`src/rtl/iot_tty_controller_pkg.sv`:
```
// Shared definitions for the IOT teletype controller: device codes, IOT
// function codes and the print sequencer state type.
package iot_tty_controller_pkg;

    localparam logic [5:0] KB_DEV_DEFAULT = 6'o03;
    localparam logic [5:0] TP_DEV_DEFAULT = 6'o04;

    // Keyboard function codes (IR[2:0])
    localparam logic [2:0] FN_KCF = 3'd0;
    localparam logic [2:0] FN_KSF = 3'd1;
    localparam logic [2:0] FN_KCC = 3'd2;
    localparam logic [2:0] FN_KRS = 3'd4;
    localparam logic [2:0] FN_KIE = 3'd5;
    localparam logic [2:0] FN_KRB = 3'd6;

    // Printer function codes (IR[2:0])
    localparam logic [2:0] FN_TFL = 3'd0;
    localparam logic [2:0] FN_TSF = 3'd1;
    localparam logic [2:0] FN_TCF = 3'd2;
    localparam logic [2:0] FN_TPC = 3'd4;
    localparam logic [2:0] FN_TSK = 3'd5;
    localparam logic [2:0] FN_TLS = 3'd6;

    typedef enum logic [1:0] {
        PR_IDLE = 2'd0,
        PR_SEND = 2'd1,
        PR_DONE = 2'd2
    } pr_state_t;

endpackage

```
`src/rtl/iot_tty_printer.sv`:
```
// Print sequencer: offers one byte to the printer on start, holds it until tp_ready.
// Latency: tp_valid one cycle after start; done pulses the cycle after the handshake.
module iot_tty_printer
    import iot_tty_controller_pkg::*;
(
    input  logic       clock,
    input  logic       reset,
    input  logic       start,
    input  logic [7:0] byte_dat,
    output logic       tp_valid,
    output logic [7:0] tp_data,
    input  logic       tp_ready,
    output logic       done
);

    pr_state_t r_state;
    pr_state_t w_next;

    always_ff @(posedge clock or posedge reset) begin
        if (reset) begin
            r_state <= PR_IDLE;
        end else begin
            r_state <= w_next;
        end
    end

    // Outputs decode straight from state so reset drops tp_valid without a clock.
    always_comb begin
        w_next   = r_state;
        tp_valid = 1'b0;
        tp_data  = 8'h00;
        done     = 1'b0;
        case (r_state)
            PR_IDLE: begin
                if (start) begin
                    w_next = PR_SEND;
                end
            end
            PR_SEND: begin
                tp_valid = 1'b1;
                tp_data  = byte_dat;
                if (tp_ready) begin
                    w_next = PR_DONE;
                end
            end
            PR_DONE: begin
                done   = 1'b1;
                w_next = PR_IDLE;
            end
            default: begin
                w_next = PR_IDLE;
            end
        endcase
    end

endmodule

```
`src/rtl/iot_tty_controller.sv`:
```
// Keyboard/teleprinter IOT device pair: decodes CPU IOT strobes, answers one cycle later.
// Keyboard uses kb_ready = !kb_flag; printer byte is held on tp_valid until tp_ready.
module iot_tty_controller
    import iot_tty_controller_pkg::*;
#(
    parameter logic [5:0] KB_DEV = KB_DEV_DEFAULT,
    parameter logic [5:0] TP_DEV = TP_DEV_DEFAULT
) (
    input  logic       clock,
    input  logic       reset,
    input  logic       iot_req,
    input  logic [5:0] iot_dev,
    input  logic [2:0] iot_fn,
    input  logic [7:0] dataout,
    output logic [7:0] datain,
    output logic       skip,
    output logic       clr_ac,
    output logic       iot_ack,
    input  logic       kb_valid,
    input  logic [7:0] kb_data,
    output logic       kb_ready,
    output logic       tp_valid,
    output logic [7:0] tp_data,
    input  logic       tp_ready,
    output logic       int_req
);

    logic [7:0] r_kbuf;
    logic [7:0] r_tbuf;
    logic       r_kb_flag;
    logic       r_tp_flag;
    logic       r_int_en;
    logic       r_int_req;
    logic       r_ack;
    logic       r_skip;
    logic       r_clr_ac;
    logic [7:0] r_datain;

    logic       w_kb_hit;
    logic       w_tp_hit;
    logic       w_kb_accept;
    logic       w_kb_clr;
    logic       w_tp_set;
    logic       w_tp_clr;
    logic       w_start_req;
    logic       w_start;
    logic       w_int_en_ld;
    logic       w_skip;
    logic       w_clr_ac;
    logic [7:0] w_datain;
    logic       w_pr_valid;
    logic [7:0] w_pr_data;
    logic       w_pr_done;
    logic       w_pr_idle;

    assign w_kb_hit    = iot_req && (iot_dev == KB_DEV);
    assign w_tp_hit    = iot_req && (iot_dev == TP_DEV);
    assign w_kb_accept = kb_valid && !r_kb_flag;
    assign w_pr_idle   = !w_pr_valid && !w_pr_done;
    // A start while the sequencer is busy is acked but otherwise dropped.
    assign w_start     = w_start_req && w_pr_idle;

    always_comb begin
        w_kb_clr    = 1'b0;
        w_tp_set    = 1'b0;
        w_tp_clr    = 1'b0;
        w_start_req = 1'b0;
        w_int_en_ld = 1'b0;
        w_skip      = 1'b0;
        w_clr_ac    = 1'b0;
        w_datain    = 8'h00;
        if (w_kb_hit) begin
            case (iot_fn)
                FN_KCF: w_kb_clr = 1'b1;
                FN_KSF: w_skip   = r_kb_flag;
                FN_KCC: begin
                    w_kb_clr = 1'b1;
                    w_clr_ac = 1'b1;
                end
                FN_KRS: w_datain    = r_kbuf;
                FN_KIE: w_int_en_ld = 1'b1;
                FN_KRB: begin
                    w_kb_clr = 1'b1;
                    w_clr_ac = 1'b1;
                    w_datain = r_kbuf;
                end
                default: ;
            endcase
        end
        if (w_tp_hit) begin
            case (iot_fn)
                FN_TFL: w_tp_set    = 1'b1;
                FN_TSF: w_skip      = r_tp_flag;
                FN_TCF: w_tp_clr    = 1'b1;
                FN_TPC: w_start_req = 1'b1;
                FN_TSK: w_skip      = r_tp_flag || r_kb_flag;
                FN_TLS: begin
                    w_tp_clr    = 1'b1;
                    w_start_req = 1'b1;
                end
                default: ;
            endcase
        end
    end

    // An accept only happens with the flag clear, so it always wins over a clear.
    always_ff @(posedge clock or posedge reset) begin
        if (reset) begin
            r_kbuf    <= 8'h00;
            r_kb_flag <= 1'b0;
        end else if (w_kb_accept) begin
            r_kbuf    <= kb_data;
            r_kb_flag <= 1'b1;
        end else if (w_kb_clr) begin
            r_kb_flag <= 1'b0;
        end
    end

    always_ff @(posedge clock or posedge reset) begin
        if (reset) begin
            r_tp_flag <= 1'b0;
        end else if (w_pr_done || w_tp_set) begin
            r_tp_flag <= 1'b1;
        end else if (w_tp_clr) begin
            r_tp_flag <= 1'b0;
        end
    end

    always_ff @(posedge clock or posedge reset) begin
        if (reset) begin
            r_tbuf    <= 8'h00;
            r_int_en  <= 1'b0;
            r_int_req <= 1'b0;
        end else begin
            if (w_start) begin
                r_tbuf <= dataout;
            end
            if (w_int_en_ld) begin
                r_int_en <= dataout[0];
            end
            r_int_req <= r_int_en && (r_kb_flag || r_tp_flag);
        end
    end

    always_ff @(posedge clock or posedge reset) begin
        if (reset) begin
            r_ack    <= 1'b0;
            r_skip   <= 1'b0;
            r_clr_ac <= 1'b0;
            r_datain <= 8'h00;
        end else begin
            r_ack    <= w_kb_hit || w_tp_hit;
            r_skip   <= w_skip;
            r_clr_ac <= w_clr_ac;
            r_datain <= w_datain;
        end
    end

    iot_tty_printer u_printer (
        .clock    (clock),
        .reset    (reset),
        .start    (w_start),
        .byte_dat (r_tbuf),
        .tp_valid (w_pr_valid),
        .tp_data  (w_pr_data),
        .tp_ready (tp_ready),
        .done     (w_pr_done)
    );

    assign datain   = r_datain;
    assign skip     = r_skip;
    assign clr_ac   = r_clr_ac;
    assign iot_ack  = r_ack;
    assign kb_ready = !r_kb_flag;
    assign tp_valid = w_pr_valid;
    assign tp_data  = w_pr_data;
    assign int_req  = r_int_req;

endmodule

```
`config.mk`:
```
export PLATFORM = sky130hd
export DESIGN_NAME = iot_tty_controller
export DESIGN_NICKNAME = d
export VERILOG_FILES = /design/src/rtl/iot_tty_controller_pkg.sv /design/src/rtl/iot_tty_printer.sv /design/src/rtl/iot_tty_controller.sv
export SDC_FILE = /design/constraint.sdc
export NUM_CORES = 1
export LEC_CHECK = 0
export ABC_CLOCK_PERIOD_IN_PS = 1900
export CAP_MARGIN = 10
export CORE_UTILIZATION = 35
export CTS_CLUSTER_SIZE = 30
export DETAILED_ROUTE_END_ITERATION = 12
export PLACE_DENSITY = 0.77
export RECOVER_POWER = 100
export SYNTH_ARGS = -nofsm -noshare
export SYNTH_HDL_FRONTEND = slang
export SYNTH_HIERARCHICAL = 1
export SYNTH_SLANG_ARGS = --single-unit
```
`constraint.sdc`:
```
create_clock -name clock -period 1.9 [get_ports clock]
set_clock_uncertainty 0.05 [all_clocks]
set_input_delay 0.19 -clock clock [delete_from_list [all_inputs] [get_ports clock]]
set_output_delay 0.19 -clock clock [all_outputs]
set_load 0.01 [all_outputs]
```
==> results of run 1 <==
==> stage by stage <==
step	util	setup TNS [ns]	total power [mW]	cells
after floorplan	-	-0.2606	0.8654	104
final	0.5902	0	1.747	223
after detailed placement	0.5471	-5.992	0.9737	213
after global placement	0.5471	-5.092	0.9609	213
after CTS	0.5879	0	1.765	221
after global routing	0.5902	-0.4711	1.832	223
==> state kept, by name, indices dropped and copies added (netlist names) <==
register and cells:
clr_ac 1, iot_ack 1, r_kb_flag 1, skip 1
r_int_en 1, u_printer/r_state 2, r_kbuf 8, int_req 1
r_tbuf 8, datain 8, r_tp_flag 1
==> metal layers <==
metal | vias to the layer above | share of wire | wire (um)
li1 | 499 | - | -
met1 | 519 | 0.40 | 1281
met2 | 36 | 0.52 | 1672
met3 | 3 | 0.071 | 226
met4 | 0 | 0.0044 | 14
met5 | - | 0 | 0
==> layout make-up <==
cell class / count / area, um^2
sequential: 33 / 825.8
multi-input combinational: 63 / 560.5
fill: 334 / 1534
inverter: 5 / 18.77
tap: 48 / 60.06
clock buffer: 5 / 68.82
timing repair buffer: 66 / 610.6
clock inverter: 3 / 65.06
==> cell usage after synthesis <==
library cell,n
a21oi_1,1
inv_1,5
nand3b_1,1
nand3_1,1
nor3_1,1
a211oi_1,2
or3_2,1
nor2b_1,1
or4b_1,1
clkbuf_1,1
o21a_1,1
or3b_2,2
and2_2,9
and2_1,8
nor2_1,3
and2b_2,1
nand2b_1,1
nor4_4,1
dfrtp_1,33
a31oi_1,1
o21ai_0,2
o31a_1,1
nor4_1,3
buf_6,2
o41ai_1,1
nor2b_4,1
mux2_2,17
nor4bb_1,2
==> critical path, cell delays in order <==
cell	delay [ns]
clkdlybuf4s50_1	0.41
or4b_4	0.57
buf_4	0.17
or3_2	0.44
o31a_1	0.24
==> worst paths after layout <==
kind	start	to	slack (ns)
min in group clock	r_kbuf[2]	datain[2]	0.43
max in group asynchronous	reset	datain[7]	0.76
hold reg to reg	r_kbuf[2]	datain[2]	0.43
setup reg to reg	u_printer/r_state[0]	r_tbuf[5]	0.005
setup / recovery	iot_dev[3]	r_tp_flag	0.005
hold / removal	reset	u_printer/r_state[1]	0.16
==> cell families after synthesis <==
| family | Yosys count |
|---|---|
| and+or+nand+nor | 37 |
| DFF | 33 |
| muxes | 17 |
| AOI/OAI and AO/OA | 9 |
| buffers and inverters | 8 |
==> where the power goes <==
part / switching (mW) / internal [mW]
sequential: 0.0218 / 0.749
combinational: 0.0719 / 0.124
clock: 0.260 / 0.521
==> repair_timing <==
| action | CTS | global route |
|---|---|---|
| setup endpoints to repair | 25 | 18 |
| resized for setup | 13 | 1 |
| pin swaps | 0 | 0 |
| setup buffers | 0 | 2 |
| hold endpoints to repair | 0 | 0 |
==> metrics.cfg, run 1 <==
[global_routing]
top_usage_layer = met2
antenna_found_initial = 0
grt_max_degree = 32
grt_pass1_vias = 1117
grt_usage = 0.1726
grt_first_pass_wirelength_mm = 5.347
grtUsageMet1 = 0.1978
grtUsageMet3 = 0.07292
gr-total-overflow = 0
use_met2 = 0.2925

[logic_synthesis]
yosysWarnings = 6
synth_top_family_by_area = simple AND/OR/NAND/NOR gates
synth_top_area_cell = dfrtp_1
syn_inst = 104
synth_xor_area_frac = 0
synth-compound-area-share = 0.04379
yosys_register_bits = 33
muxShareOfSynthArea = 0.1367
synth_cell_types = 28
synth_adder_area_share = 0
yosysTopAreaCellShare = 0.5898
synth.top_cells.by_area = dfrtp_1 (59%), mux2_2 (14%), and2_2 (4.8%), and2_1 (3.6%), buf_6 (1.6%)
synthSimpleGateAreaFrac = 0.1975
yosysSeqAreaShare = 0.5898
syn_area_per_cell_um2 = 13.46
syn_nets = 134
syn_area_mm2 = 0.001400

[cts]
cts_buffers = 5
clock_latency_ns = 0.29
path_clk_slew_ns = 0.07
cts_hold_buffers = 0
cts.sinks = 33
htree_levels = 2
cts-root-buf = clkbuf_8
clock_path_buffers = 2
tritoncts = yes

[critical_path]
cp_max_fo = 3
critPathKind = in2reg
worstPathArrival_ns = 2.02
cp-end-kind = flop
required_ns = 2.02
crit_path_start_kind = input port
r2r_cells = 6

[worst_hold_path]
hold_path.class = in2async

[floorplan]
die_area_mm2 = 0.004257
start_util = 0.3740
core_area_mm2 = 0.003744
die_y_um = 65.25
die_w_um = 65.25
num_rows = 22
io_pins = 52

[finish]
antennaDiodeCount = 0
layout_common_cells = dfrtp_1 (33), clkdlybuf4s50_1 (28), mux2_2 (16), dlygate4sd3_1 (14), buf_4 (12)
fin_area_mm2 = 0.002210
final_common_cell = dfrtp_1
drive_gt1_frac = 0.3257
nets = 204
area.growth.synth_to_final_pct = 57.82

[routing]
wl_per_cell_um = 14.32
drc = 0
antenna_left = 0
via_per_inst = 4.740
vias = 1057
firstDrtPassIters = 4
drt_wl_total_mm = 3.194
first_iter_violations = 28

[sta]
fin_crit_sh = 0.9973
max_freq_ghz = 0.5277
rsz0062_at_grt = true
worst_slack_ns = 0.005131
worst_pin_slew_ns = 0.7724
finalHoldViolCount = 0
drv_slew = 0
whs_ns = 0.1639
setup_viol = 0
min_period_ns = 1.895
max_slew_margin = 0.4851

[run_status]
status = finished, final reports clean

[placed_design]
dpl_worst_slack_ns = -0.3528
dpl_cell_area_mm2 = 0.002048
dp_hpwl_mm = 2.213
gp_congestion = 0.9437
port_buffers = 51

[pwr]
p_leak_nw = 1.081
peakVddDrop_v = 0.0005291
p_per_area_mw_per_mm2 = 790.7

[run]
cap_violations = 0

Note: power is estimated with default switching activity, not from simulation.
==> run 2: changes to the inputs <==
--- a/config.mk
+++ b/config.mk
@@ -10,7 +10,8 @@
 export CORE_UTILIZATION = 35
 export CTS_CLUSTER_SIZE = 30
 export DETAILED_ROUTE_END_ITERATION = 12
-export PLACE_DENSITY = 0.77
+export GPL_TIMING_DRIVEN = 1
+export PLACE_DENSITY = 0.68
 export RECOVER_POWER = 100
 export SYNTH_ARGS = -nofsm -noshare
 export SYNTH_HDL_FRONTEND = slang
==> run 2 against run 1 <==
- sequential power barely moved
- non-clock buffer count rose by 4
- count of clock-buffer cells in the layout grew 1
- power shrank 17%
- combinational power about the same
- wire length down 6.8%
- clock power down 38%
- design area about the same
- critical endpoint is now r_tbuf[1]
- largest cell class unchanged
- largest power group is now sequential cells
- highest routed layer unchanged
==> metrics.cfg, run 2 (synthesis gave the netlist of run 1 again) <==
[critical_path]
cp-end-kind = flop
r2r-start = u_printer/r_state[0]
r2r-end = r_tbuf[1]
crit_path_start_kind = input port
worstPathArrival_ns = 1.99  ; -0.03 ns
cp_max_fo = 4  ; +1
required_ns = 2.01  ; about the same
r2r_cells = 6  ; unchanged
critPathKind = in2reg
r2r_slack_ns = 0.03  ; +0.02 ns

[finish]
antennaDiodeCount = 0  ; unchanged
layout_common_cells = dfrtp_1 (33), clkdlybuf4s50_1 (29), dlygate4sd3_1 (14), buf_4 (13)
final_common_cell = dfrtp_1
nets = 208  ; +2.0%
postLayoutCoreUtil = 0.5906  ; about the same
final_cells = 227  ; +1.8%
area.growth.synth_to_final_pct = 57.91  ; about the same
drive_gt1_frac = 0.3296  ; +0.003895

[sta]
max_slew_margin = 0.5092  ; +0.02416
min_period_ns = 1.874  ; -0.02096 ns
tns_ns = 0  ; unchanged
whs_ns = 0.1819  ; +0.01795 ns
worst_pin_slew_ns = 0.7362  ; -0.03625 ns
finalHoldViolCount = 0  ; unchanged
fin_crit_sh = 0.9863  ; -0.01103
drv_slew = 0  ; unchanged
rsz0062_at_grt = true
setup_viol = 0  ; unchanged
max_freq_ghz = 0.5336  ; +1.1%

[global_routing]
grt_pass1_vias = 1073  ; -3.9%
grt_max_degree = 32  ; unchanged
gr-total-overflow = 0  ; unchanged
grt_first_pass_wirelength_mm = 4.912  ; -8.1%
grt_usage = 0.1529  ; -0.01973
antenna_found_initial = 0  ; unchanged

[pwr]
finalPower_mw = 1.456  ; -17%
clkPwrFrac = 0.334  ; -0.113
internal-power_mw = 1.134  ; -19%
seqPwrFrac = 0.530  ; +0.089
swShare = 0.2213  ; +0.01874
p_sw_mw = 0.3222  ; -9.0%
p_leak_nw = 1.084  ; +0.25%
power_frac_comb = 0.136  ; +0.024
p_per_area_mw_per_mm2 = 658.5  ; -17%
peakVddDrop_v = 0.0004488  ; -15%

[cts]
cts.sinks = 33  ; unchanged
clock_latency_ns = 0.27  ; -0.02 ns
path_clk_slew_ns = 0.07  ; about the same
tritoncts = yes
cts_buffers = 5  ; unchanged
clock_path_buffers = 2  ; unchanged
htree_levels = 2  ; unchanged
cts-root-buf = clkbuf_8
cts_hold_buffers = 0  ; unchanged

[floorplan]
num_rows = 22  ; unchanged
io_pins = 52  ; unchanged
die_y_um = 65.25  ; unchanged
die_area_mm2 = 0.004257  ; unchanged
die_w_um = 65.25  ; unchanged
core_area_mm2 = 0.003744  ; unchanged
start_util = 0.3740  ; unchanged

[placed_design]
placedCellCount = 214  ; +0.47%
dp_hpwl_mm = 2.142  ; -3.2%
gp_congestion = 0.7908  ; -16%
port_buffers = 51  ; unchanged

[routing]
via_per_inst = 4.828  ; +1.9%
vias = 1096  ; +3.7%
wl_per_cell_um = 13.11  ; -8.4%
drc = 0  ; unchanged
antenna_left = 0  ; unchanged
drt_wl_total_mm = 2.977  ; -6.8%
firstDrtPassIters = 4  ; unchanged
first_iter_violations = 25  ; -11%

[run]
cap_violations = 0  ; unchanged

[worst_hold_path]
hold_path.class = in2async

[run_status]
status = finished, final reports clean

==> run 2: cell types whose count changed in the layout (fill, tap and decap cells not counted), moves of 2 or more <==
cell	change
mux2_4	+7
mux2_2	-7
bufinv_16	-2
buf_6	+2
==> run 2: layer usage <==
layer | routed length, um | GRT usage | up-vias | share of wire
met5 | 0 | 0 | - | 0
met4 | 50 | 0.05707 | 0 | 0.017
met3 | 216 | 0.04861 | 5 | 0.073
met2 | 1498 | 0.2629 | 44 | 0.50
met1 | 1211 | 0.1763 | 538 | 0.41
li1 | - | - | 509 | -
==> run 2: stage by stage <==
stage	setup WS, ns	area (um^2)
6_report	0.02609	2211
5_1_grt	-0.03724	2211
4_1_cts	0.002819	2136
3_5_place_dp	-0.3383	2056
3_3_place_gp	-0.3007	2056
2_1_floorplan	-0.03723	1406
==> run 2: worst max-delay path by stage <==
stage	from	end	depth (start not counted)
final	iot_dev[4]	r_tbuf[1]	5
after CTS	u_printer/r_state[0]	r_tbuf[3]	5
after detailed placement	iot_dev[3]	r_tp_flag	5
after global placement	iot_dev[3]	r_tp_flag	5
after floorplan	u_printer/r_state[1]	r_tbuf[0]	4
after global routing	u_printer/r_state[0]	r_tbuf[1]	6
==> run 2: area by class of cell <==
cell class,count,area (um^2)
Clock inverter,2,10.01
Timing Repair Buffer,70,648.1
Sequential cell,33,825.8
Inverter,5,18.77
Tap cell,48,60.06
Multi-Input combinational cell,63,575.6
Fill cell,314,1533
Clock buffer,6,72.57
==> run 2: repair_timing <==
item / 4_1_cts / 5_1_grt
buffers inserted: 0 / 4
endpoints found under the setup margin: 17 / 10
pin swaps: 0 / 2
cloned: 0 / 1
resized for setup: 10 / 12
==> run 2: power groups by stage <==
stage / logic (mW) / clock network, mW / registers [mW]
global route: 0.217 / 0.546 / 0.777
floorplan: 0.0878 / 0 / 0.778
CTS: 0.189 / 0.508 / 0.771
global placement: 0.183 / 0 / 0.781
detailed placement: 0.188 / 0 / 0.784
finish: 0.198 / 0.486 / 0.771
==> run 2: critical path: stages <==
cell	delay, ns
clkdlybuf4s50_1	0.40
or4b_4	0.56
nor4_4	0.33
buf_4	0.21
mux2_4	0.30
